`src/rtl/hexdump_pkg.sv`:
```
`default_nettype none
// +----------------------------------------------------------------------+
// | hexdump_pkg: formatter states, ASCII constants, nibble encoder       |
// | Rev 1.0                                                              |
// +----------------------------------------------------------------------+
package hexdump_pkg;

  typedef enum logic [2:0] {
    S_IDLE = 3'd0,
    S_HI   = 3'd1,
    S_LO   = 3'd2,
    S_SEP  = 3'd3,
    S_CR   = 3'd4,
    S_LF   = 3'd5
  } state_t;

  localparam logic [7:0] c_SPACE = 8'h20;
  localparam logic [7:0] c_CR    = 8'h0D;
  localparam logic [7:0] c_LF    = 8'h0A;
  localparam logic [7:0] c_ZERO  = 8'h30;
  localparam logic [7:0] c_A     = 8'h41;

  function automatic logic [7:0] nib2ascii(input logic [3:0] nib);
    if (nib < 4'd10) return c_ZERO + {4'h0, nib};
    else             return c_A + {4'h0, nib} - 8'd10;
  endfunction

endpackage
`default_nettype wire

```
`src/rtl/hexdump_fifo.sv`:
```
`default_nettype none
// +----------------------------------------------------------------------+
// | hexdump_fifo: first-word-fall-through character FIFO                 |
// | Rev 1.0                                                              |
// +----------------------------------------------------------------------+
module hexdump_fifo #(
  parameter int DEPTH = 16,
  parameter int WIDTH = 8
) (
  input  logic                       clk,
  input  logic                       resetn,
  input  logic                       push,
  input  logic [WIDTH-1:0]           push_data,
  input  logic                       pop,
  output logic [WIDTH-1:0]           pop_data,
  output logic                       full,
  output logic                       empty,
  output logic [$clog2(DEPTH):0]     count
);

  localparam int c_AW = $clog2(DEPTH);
  localparam logic [c_AW:0] c_FULL = (c_AW+1)'(DEPTH);

  logic [WIDTH-1:0] r_mem [DEPTH];
  logic [c_AW-1:0]  r_wr_ptr;
  logic [c_AW-1:0]  r_rd_ptr;
  logic [c_AW:0]    r_count;
  logic             w_push;
  logic             w_pop;

  // Push looks at the pre-pop full flag: a full FIFO never accepts, even when popping.
  assign w_push   = push && (r_count != c_FULL);
  assign w_pop    = pop && (r_count != '0);
  assign full     = (r_count == c_FULL);
  assign empty    = (r_count == '0);
  assign count    = r_count;
  assign pop_data = r_mem[r_rd_ptr];

  always_ff @(posedge clk or negedge resetn) begin
    if (!resetn) begin
      r_wr_ptr <= '0;
      r_rd_ptr <= '0;
      r_count  <= '0;
    end else begin
      if (w_push) r_wr_ptr <= r_wr_ptr + 1'b1;
      if (w_pop)  r_rd_ptr <= r_rd_ptr + 1'b1;
      if (w_push && !w_pop)      r_count <= r_count + 1'b1;
      else if (!w_push && w_pop) r_count <= r_count - 1'b1;
    end
  end

  always_ff @(posedge clk) begin
    if (w_push) r_mem[r_wr_ptr] <= push_data;
  end

endmodule
`default_nettype wire

```
`src/rtl/hexdump_bridge.sv`:
```
`default_nettype none
// +----------------------------------------------------------------------+
// | hexdump_bridge: binary byte stream to ASCII hex text lines           |
// | Rev 1.0                                                              |
// +----------------------------------------------------------------------+
module hexdump_bridge
  import hexdump_pkg::*;
#(
  parameter int DEPTH = 16,
  parameter int BPL   = 16,
  parameter int CRLF  = 1,
  parameter int LOSSY = 0
) (
  input  logic        clk,
  input  logic        resetn,
  input  logic        in_vld,
  input  logic        in_last,
  input  logic [7:0]  in_data,
  output logic        in_rdy,
  output logic        out_vld,
  output logic [7:0]  out_data,
  input  logic        out_rdy,
  output logic [15:0] drop_cnt,
  output logic        busy
);

  if (DEPTH < 4 || (DEPTH & (DEPTH - 1)) != 0) begin : g_chk_depth
    $error("hexdump_bridge: DEPTH must be a power of two >= 4");
  end
  if (BPL < 1 || BPL > 256) begin : g_chk_bpl
    $error("hexdump_bridge: BPL must be in 1..256");
  end
  if (CRLF != 0 && CRLF != 1) begin : g_chk_crlf
    $error("hexdump_bridge: CRLF must be 0 or 1");
  end
  if (LOSSY != 0 && LOSSY != 1) begin : g_chk_lossy
    $error("hexdump_bridge: LOSSY must be 0 or 1");
  end

  localparam logic [7:0] c_TERM_FIRST = (CRLF != 0) ? c_CR : c_LF;
  localparam state_t     c_TERM_STATE = (CRLF != 0) ? S_CR : S_LF;

  state_t                 r_state;
  logic [7:0]             r_byte;
  logic                   r_last;
  logic                   r_pending_last;
  logic [7:0]             r_line_cnt;
  logic                   w_push;
  logic [7:0]             w_push_data;
  logic                   w_full;
  logic                   w_empty;
  logic [$clog2(DEPTH):0] w_count;
  logic                   w_drop;
  logic                   w_drop_last;
  logic                   w_term_req;
  logic                   w_line_full;
  logic                   w_line_end;

  assign in_rdy      = (LOSSY != 0) ? 1'b1 : (r_state == S_IDLE);
  assign w_drop      = (LOSSY != 0) && in_vld && (r_state != S_IDLE);
  assign w_drop_last = w_drop && in_last;
  assign w_term_req  = r_last || r_pending_last || w_drop_last;
  assign w_line_full = (r_line_cnt == 8'(BPL - 1));
  assign w_push      = (r_state != S_IDLE) && !w_full;
  // A frame end seen while the separator is still unsent turns it into the terminator.
  assign w_line_end  = w_push && ((r_state == S_LF) ||
                                  ((r_state == S_SEP) && w_term_req && (CRLF == 0)));
  assign out_vld     = !w_empty;
  assign busy        = (r_state != S_IDLE) || (w_count != '0);

  always_comb begin
    w_push_data = c_SPACE;
    case (r_state)
      S_HI:    w_push_data = nib2ascii(r_byte[7:4]);
      S_LO:    w_push_data = nib2ascii(r_byte[3:0]);
      S_SEP:   w_push_data = w_term_req ? c_TERM_FIRST : c_SPACE;
      S_CR:    w_push_data = c_CR;
      S_LF:    w_push_data = c_LF;
      default: w_push_data = c_SPACE;
    endcase
  end

  always_ff @(posedge clk or negedge resetn) begin
    if (!resetn) begin
      r_state        <= S_IDLE;
      r_byte         <= '0;
      r_last         <= 1'b0;
      r_pending_last <= 1'b0;
      r_line_cnt     <= '0;
    end else begin
      if (w_line_end) begin
        r_line_cnt     <= '0;
        r_pending_last <= w_drop_last;
      end else if (w_drop_last) begin
        r_pending_last <= 1'b1;
      end
      case (r_state)
        S_IDLE: if (in_vld) begin
          r_byte  <= in_data;
          r_last  <= in_last;
          r_state <= S_HI;
        end
        S_HI:  if (w_push) r_state <= S_LO;
        S_LO:  if (w_push) begin
          r_line_cnt <= r_line_cnt + 8'd1;
          r_state    <= (w_term_req || w_line_full) ? c_TERM_STATE : S_SEP;
        end
        S_SEP: if (w_push) r_state <= (w_term_req && CRLF != 0) ? S_LF : S_IDLE;
        S_CR:  if (w_push) r_state <= S_LF;
        S_LF:  if (w_push) r_state <= S_IDLE;
        default: r_state <= S_IDLE;
      endcase
    end
  end

  if (LOSSY != 0) begin : g_lossy
    logic [15:0] r_drop_cnt;
    always_ff @(posedge clk or negedge resetn) begin
      if (!resetn)                               r_drop_cnt <= '0;
      else if (w_drop && r_drop_cnt != 16'hFFFF) r_drop_cnt <= r_drop_cnt + 16'd1;
    end
    assign drop_cnt = r_drop_cnt;
  end else begin : g_lossless
    assign drop_cnt = '0;
  end

  hexdump_fifo #(
    .DEPTH (DEPTH),
    .WIDTH (8)
  ) u_fifo (
    .clk       (clk),
    .resetn    (resetn),
    .push      (w_push),
    .push_data (w_push_data),
    .pop       (out_rdy),
    .pop_data  (out_data),
    .full      (w_full),
    .empty     (w_empty),
    .count     (w_count)
  );

endmodule
`default_nettype wire

```
`config.mk`:
```
export PLATFORM = sky130hd
export DESIGN_NAME = hexdump_bridge
export DESIGN_NICKNAME = d
export VERILOG_FILES = /design/src/rtl/hexdump_pkg.sv /design/src/rtl/hexdump_fifo.sv /design/src/rtl/hexdump_bridge.sv
export SDC_FILE = /design/constraint.sdc
export NUM_CORES = 1
export LEC_CHECK = 0
export ABC_AREA = 1
export BUFFER_PORTS_ARGS = -buffer_cell sky130_fd_sc_hd__buf_2
export CORE_UTILIZATION = 35
export DETAILED_ROUTE_END_ITERATION = 7
export PLACE_DENSITY = 0.6
export SKIP_CTS_REPAIR_TIMING = 1
export SYNTH_ARGS = -nofsm -noshare
export SYNTH_HDL_FRONTEND = slang
export SYNTH_SLANG_ARGS = --single-unit
```
`constraint.sdc`:
```
create_clock -name clk -period 5.5 [get_ports clk]
set_input_delay 0.275 -clock clk [delete_from_list [all_inputs] [get_ports clk]]
set_output_delay 0.275 -clock clk [all_outputs]
set_load 0.02 [all_outputs]
```
==> metrics.yaml, run 1 <==
outcome: "finished clean"
io_pins: 40
numCtsBuffers: 17
cp-start-kind: "flop"
drt_iter0_drc: 391
grt_pass1_vias: 4519
syn_inst: 666
yosysTopAreaCell: "edfxtp_1"
power.internal_mw: 2.899
antenna_found_initial: 0
required_ps: 5220
cpMaxStageDelayCell: "inv_2"
clkLatencyLatePin_ps: 430
max_slew_margin_pct: 33.77
dieArea_um2: 19890
cap_viol_max_count: 0
grt_usage_pct: 16.93
worst_pin_slew_ps: 992.4
power_density_nw_per_um2: 637.4
fin_ws_ps: 2801
p_leak_nw: 3.084
via_per_inst: 4.830
arrival_ps: 2420
synth_top_area_share_pct: 49.72
timing.final.crit_share_pct: 49.07
critPathMaxStageDelay_ps: 680
synth_area_per_cell_um2: 10.16
initial_core_util_pct: 35.92
cp_cell_sequence: "inv_2 -> o211ai_1 -> nand3_1 -> nand3_1 -> nand2_1 -> buf_2"
r2r_cells: 13
setup_tns_ps: 0
critPathBufInv: 2
drc: 0
synth-simple-area-share_pct: 19.00
yosys-top-cells-area: "edfxtp_1 50%, dfrtp_1 12%, nand2_1 7.8%"
diodes: 0
crit_top_cell: "nand3_1"
synth_compound_area_share_pct: 7.788
grt_pass1_wl_mm: 24.92
stdcell_count: 960
path_class: "flop to output pin"
grt.overflow.total: 0
ys_ff_latch: 145
clockBufferDepth: 2
final_nets: 713
place_inst: 927
fillCellCount: 1865
setup_viol: 0
final_cell_mix: "140 x nand2_1, 112 x edfxtp_1, 74 x nor2_1"
cts.sinks: 145
routed_wirelength_mm: 15.54
hold_class: "input port to flop"
max_freq_ghz: 0.3705
drive_above_1_share_pct: 11.14
synth_top_family_by_area: "simple AND/OR/NAND/NOR gates"
root_buffer: "clkbuf_16"
clk_pin_slew_ps: 60
dp_hpwl_mm: 9.948
die_h_um: 141.0
yosysWarnings: 0
p_seq_share_pct: 37.5
endpoint_kind: "output pin"
comb_power_share_pct: 38.1
clock_power_share_pct: 24.5
hold_depth: 3
cp_top_family: "buffers and inverters"
hold_violations: 0
fin_skew_ps: 12.26
vias: 4637
gp_congestion: 0.8313
grt_max_degree: 86
layout_commonest_cell: "nand2_1"
netlist_area_um2: 6764
ant_nets: 0
grt_setup_unrepaired: "false"
fin_crit_ps: 2699
rows: 50
tritoncts: "built"
irDropWorstVdd_uv: 327.7
area_growth_pct: 13.15
synth_mux_area_share_pct: 0
core-area_um2: 18830
final_max_slew_viol_count: 0
crit_cells: 6
ys_types: 38
cts-htree-levels: 4
drt_first_pass_iters: 5
die_x_um: 141.0
worst-path-max-fanout: 50
switching_power_mw: 1.980
place_ws_ps: 3225
wl_per_cell_um: 16.18
port_buffers: 22
swShare_pct: 40.58
synthAdderAreaFrac_pct: 2.516
synthXorXnorAreaFrac_pct: 1.036
ys_seq_area_share_pct: 61.93
layout make-up:
class / instances / area [µm²] / area share (%)
inverter: 71 / 274.0 / 3.580
tap: 260 / 325.3 / 4.250
timing repair buffer: 26 / 142.6 / 1.864
multi-input combinational: 426 / 2116 / 27.64
sequential: 145 / 4190 / 54.75
clock buffer: 17 / 425.4 / 5.558
clock inverter: 15 / 180.2 / 2.354
sequential cells by signal, summed over array words and instances, names as in the netlist:
name / cells
r_line_cnt: 8
u_fifo.r_wr_ptr: 4
u_fifo.count: 5
r_state: 3
u_fifo.r_mem: 112
u_fifo.r_rd_ptr: 4
r_byte: 8
r_last: 1
cells by family (layout without fill, tap and decap cells):
family	after synthesis	count (layout)
adders and majority gates	13	13
and+or+nand+nor	300	300
DFF	145	145
xor gates and xnor gates	8	8
AOI/OAI and AO/OA	88	88
other	1	17
buffers and inverters	111	129
synth_stat cells, drive strengths merged:
cell       n
a21oi      7
a22o       1
a31oi      1
buf       36
clkbuf     4
clkinv     2
conb       1
dfrtp     33
edfxtp   112
fa         1
ha        12
inv       69
nand2    144
nand3     69
nand3b     3
nand4      4
nor2      79
nor3       1
o2111ai    1
o211ai    28
o21ai     48
o21bai     1
o22ai      1
xnor2      2
xor2       6
stage by stage:
step	total power [mW]	util, %	area, µm²	hold WS [ps]
2_1_floorplan	3.135	-	6824	-20.59
3_3_place_gp	3.682	37.38	7038	415.6
3_5_place_dp	3.714	37.38	7038	408.1
4_1_cts	4.916	40.59	7644	-51.32
5_1_grt	5.220	40.64	7654	48.25
6_report	4.879	40.64	7654	52.51
worst min-delay path, cell delays in order:
cell and delay [ps]:
buf_2 70, nand2_1 40, o21ai_0 50
power by group through the flow:
stage	Sequential, mW	Clock (mW)	Combinational [mW]
floorplan	1.77	0	1.37
global placement	1.84	0	1.84
detailed placement	1.85	0	1.87
CTS	1.83	1.21	1.88
global route	1.86	1.25	2.11
finish	1.83	1.19	1.86
routing by layer:
metal  GRT usage (%)  up-vias  part of all wire [%]
met3           4.280       12                   5.7
met5               0        -                     0
met4           5.034        0                   1.0
met1           23.77     2216                    48
li1                -     2268                     -
met2           25.77      141                    46
worst paths after layout:
| path | slack [ps] | startpoint | endpoint |
|---|---|---|---|
| worst min-delay path | 50 | in_last | r_last |
| max in group asynchronous | 4490 | resetn | u_fifo.r_rd_ptr[0] |
| worst max register to register | 3240 | u_fifo.count[0] | u_fifo.count[4] |
| worst max-delay path | 2800 | u_fifo.r_rd_ptr[1] | out_data[2] |
| min in group asynchronous | 470 | resetn | r_byte[2] |
| worst min register to register | 500 | r_line_cnt[3] | r_line_cnt[3] |
Note: power is estimated with default switching activity, not from simulation.
==> run 2, diff against run 1 <==
- PLACE_DENSITY: 0.6 -> 0.62
- clock period: 5.5 -> 2.4 ns (I/O delays scaled with it)
==> run 2 against run 1 <==
Against the previous run:
- register-to-register slack got worse by 3100 ps
- total power increased by 130%
- sequential share of layout area decreased by 1.9 points
- wire length decreased by 5.1%
- critical path depth increased by 7
- combinational power increased by 150%
- cell area increased by 3.7%
- largest cell class unchanged
- highest routed layer unchanged
==> metrics.yaml, run 2 (synthesized netlist as in run 1, its figures left out) <==
final_max_slew_viol_count: 0  # unchanged
drc: 0  # unchanged
fillCellCount: 1801  # -3.4%
arrival_ps: 2550  # +130 ps
antenna_found_initial: 0  # unchanged
grt_pass1_vias: 4393  # -2.8%
clkLatencyLatePin_ps: 420  # about the same
via_per_inst: 4.689  # -2.9%
place_ws_ps: 148.1  # -3077 ps
swShare_pct: 40.23  # -0.35 points
cpMaxStageDelayCell: "dfrtp_1"
reg.largest.list: "u_fifo.r_mem x112, r_byte x8, r_line_cnt x8"
hold_violations: 0  # unchanged
final_nets: 746  # +4.6%
grt_usage_pct: 16.03  # -0.90 points
cts.sinks: 145  # unchanged
routed_wirelength_mm: 14.75  # -5.1%
drive_above_1_share_pct: 14.32  # +3.2 points
numCtsBuffers: 17  # unchanged
stdcell_count: 993  # +3.4%
whs_ps: 29.95  # -22.56 ps
hold_class: "input port to flop"
cp_cell_sequence: "nor2_4 -> nand3_4 -> nand2_4 -> inv_4 -> ha_1 -> inv_1 -> ha_1 -> nand2_1 -> a21oi_2 -> o21bai_1 -> nand2_1 -> nand2_1 -> nand2_1"
clk_pin_slew_ps: 60  # about the same
critPathMaxStageDelay_ps: 460  # -220 ps
power.internal_mw: 6.767  # +130%
p_seq_share_pct: 36.8  # -0.7 points
worst_pin_slew_ps: 843.6  # -148.9 ps
endpoint_kind: "flop"
drt_first_pass_iters: 5  # unchanged
layout_commonest_cell: "nand2_1"
cts-htree-levels: 4  # unchanged
vias: 4656  # +0.41%
die_h_um: 141.0  # unchanged
grt_pass1_wl_mm: 23.80  # -4.5%
die_x_um: 141.0  # unchanged
initial_core_util_pct: 35.92  # unchanged
fin_ws_ps: 155.9  # -2645 ps
critPathBufInv: 2  # unchanged
cap_viol_max_count: 0  # unchanged
tritoncts: "built"
timing.final.crit_share_pct: 93.51
max_freq_ghz: 0.4456
cp-start-kind: "flop"
grt_max_degree: 50  # -42%
fin_crit_ps: 2244
regMostFlops: "u_fifo.r_mem"
wl_per_cell_um: 14.85  # -8.2%
drt_iter0_drc: 342  # -13%
fin_skew_ps: 5.677  # -6.579 ps
io_pins: 40  # unchanged
worst-path-max-fanout: 9  # -82%
grt.overflow.total: 0  # unchanged
setup_viol: 0  # unchanged
ant_nets: 0  # unchanged
place_inst: 950  # +2.5%
diodes: 0  # unchanged
clockBufferDepth: 2  # unchanged
path_class: "flop to flop"
outcome: "finished clean"
irDropWorstVdd_uv: 613.2  # +87%
port_buffers: 22  # unchanged
dieArea_um2: 19890  # unchanged
largest_reg_flops: 112  # unchanged
switching_power_mw: 4.555  # +130%
utilization_pct: 42.16  # +1.5 points
crit_top_cell: "nand2_1"
cp_top_family: "simple AND/OR/NAND/NOR gates"
rows: 50  # unchanged
area_growth_pct: 17.37
required_ps: 2710  # -2510 ps
power_density_nw_per_um2: 1426  # +120%
dp_hpwl_mm: 9.596  # -3.5%
gp_congestion: 0.7822  # -5.9%
r2r_slack_ps: 160  # -3080 ps
comb_power_share_pct: 40.7  # +2.6 points
p_leak_nw: 3.231  # +4.8%
clock_power_share_pct: 22.5  # -2.0 points
core-area_um2: 18830  # unchanged
final_cell_mix: "139 x nand2_1, 112 x edfxtp_1, 74 x nor2_1"
max_slew_margin_pct: 43.56  # +9.8 points
root_buffer: "clkbuf_16"
run 2: path summary, 6_finish.rpt:
path	endpoint	from	cells past startpoint
worst max register to register	u_fifo.count[4]	u_fifo.count[0]	13
worst max-delay path	u_fifo.count[4]	u_fifo.count[0]	13
worst min-delay path	u_fifo.r_rd_ptr[0]	out_rdy	3
worst min register to register	r_line_cnt[0]	r_line_cnt[0]	1
max in group asynchronous	u_fifo.r_rd_ptr[0]	resetn	2
min in group asynchronous	r_byte[1]	resetn	2
run 2: per-layer routing:
metal | vias to the layer above | global-route usage (%) | part of all wire [%]
met1 | 2218 | 22.29 | 49
li1 | 2323 | - | -
met2 | 102 | 24.30 | 46
met5 | - | 0 | 0
met3 | 13 | 4.620 | 4.2
met4 | 0 | 4.634 | 0.86
run 2: final cells by class:
cell class                      instances  area, µm²  area share, %
Clock buffer                           18      429.2          5.406
Tap cell                              260      325.3          4.098
Clock inverter                         14      137.6          1.734
Multi-Input combinational cell        426       2140          26.95
Sequential cell                       145       4193          52.81
Timing Repair Buffer                   59      437.9          5.516
Inverter                               71      276.5          3.483
run 2: metrics by stage:
step / TNS [ps] / total power [mW] / area (µm²)
final: 0 / 11.32 / 7939
after global routing: -1.501 / 12.12 / 7939
after CTS: 0 / 11.33 / 7802
after detailed placement: 0 / 8.756 / 7236
after global placement: 0 / 8.670 / 7236
after floorplan: 0 / 7.184 / 6824
run 2: worst min-delay path: stages:
cell,delay [ps]
buf_2,120
nand2_2,100
xor2_1,70
run 2: power by group through the flow:
stage                     logic (mW)  registers (mW)  clock network, mW
final                           4.61            4.16               2.55
after floorplan                 3.13            4.05                  0
after detailed placement        4.57            4.19                  0
after global placement          4.51            4.16                  0
after global routing            5.18            4.23               2.72
after CTS                       4.60            4.14               2.59
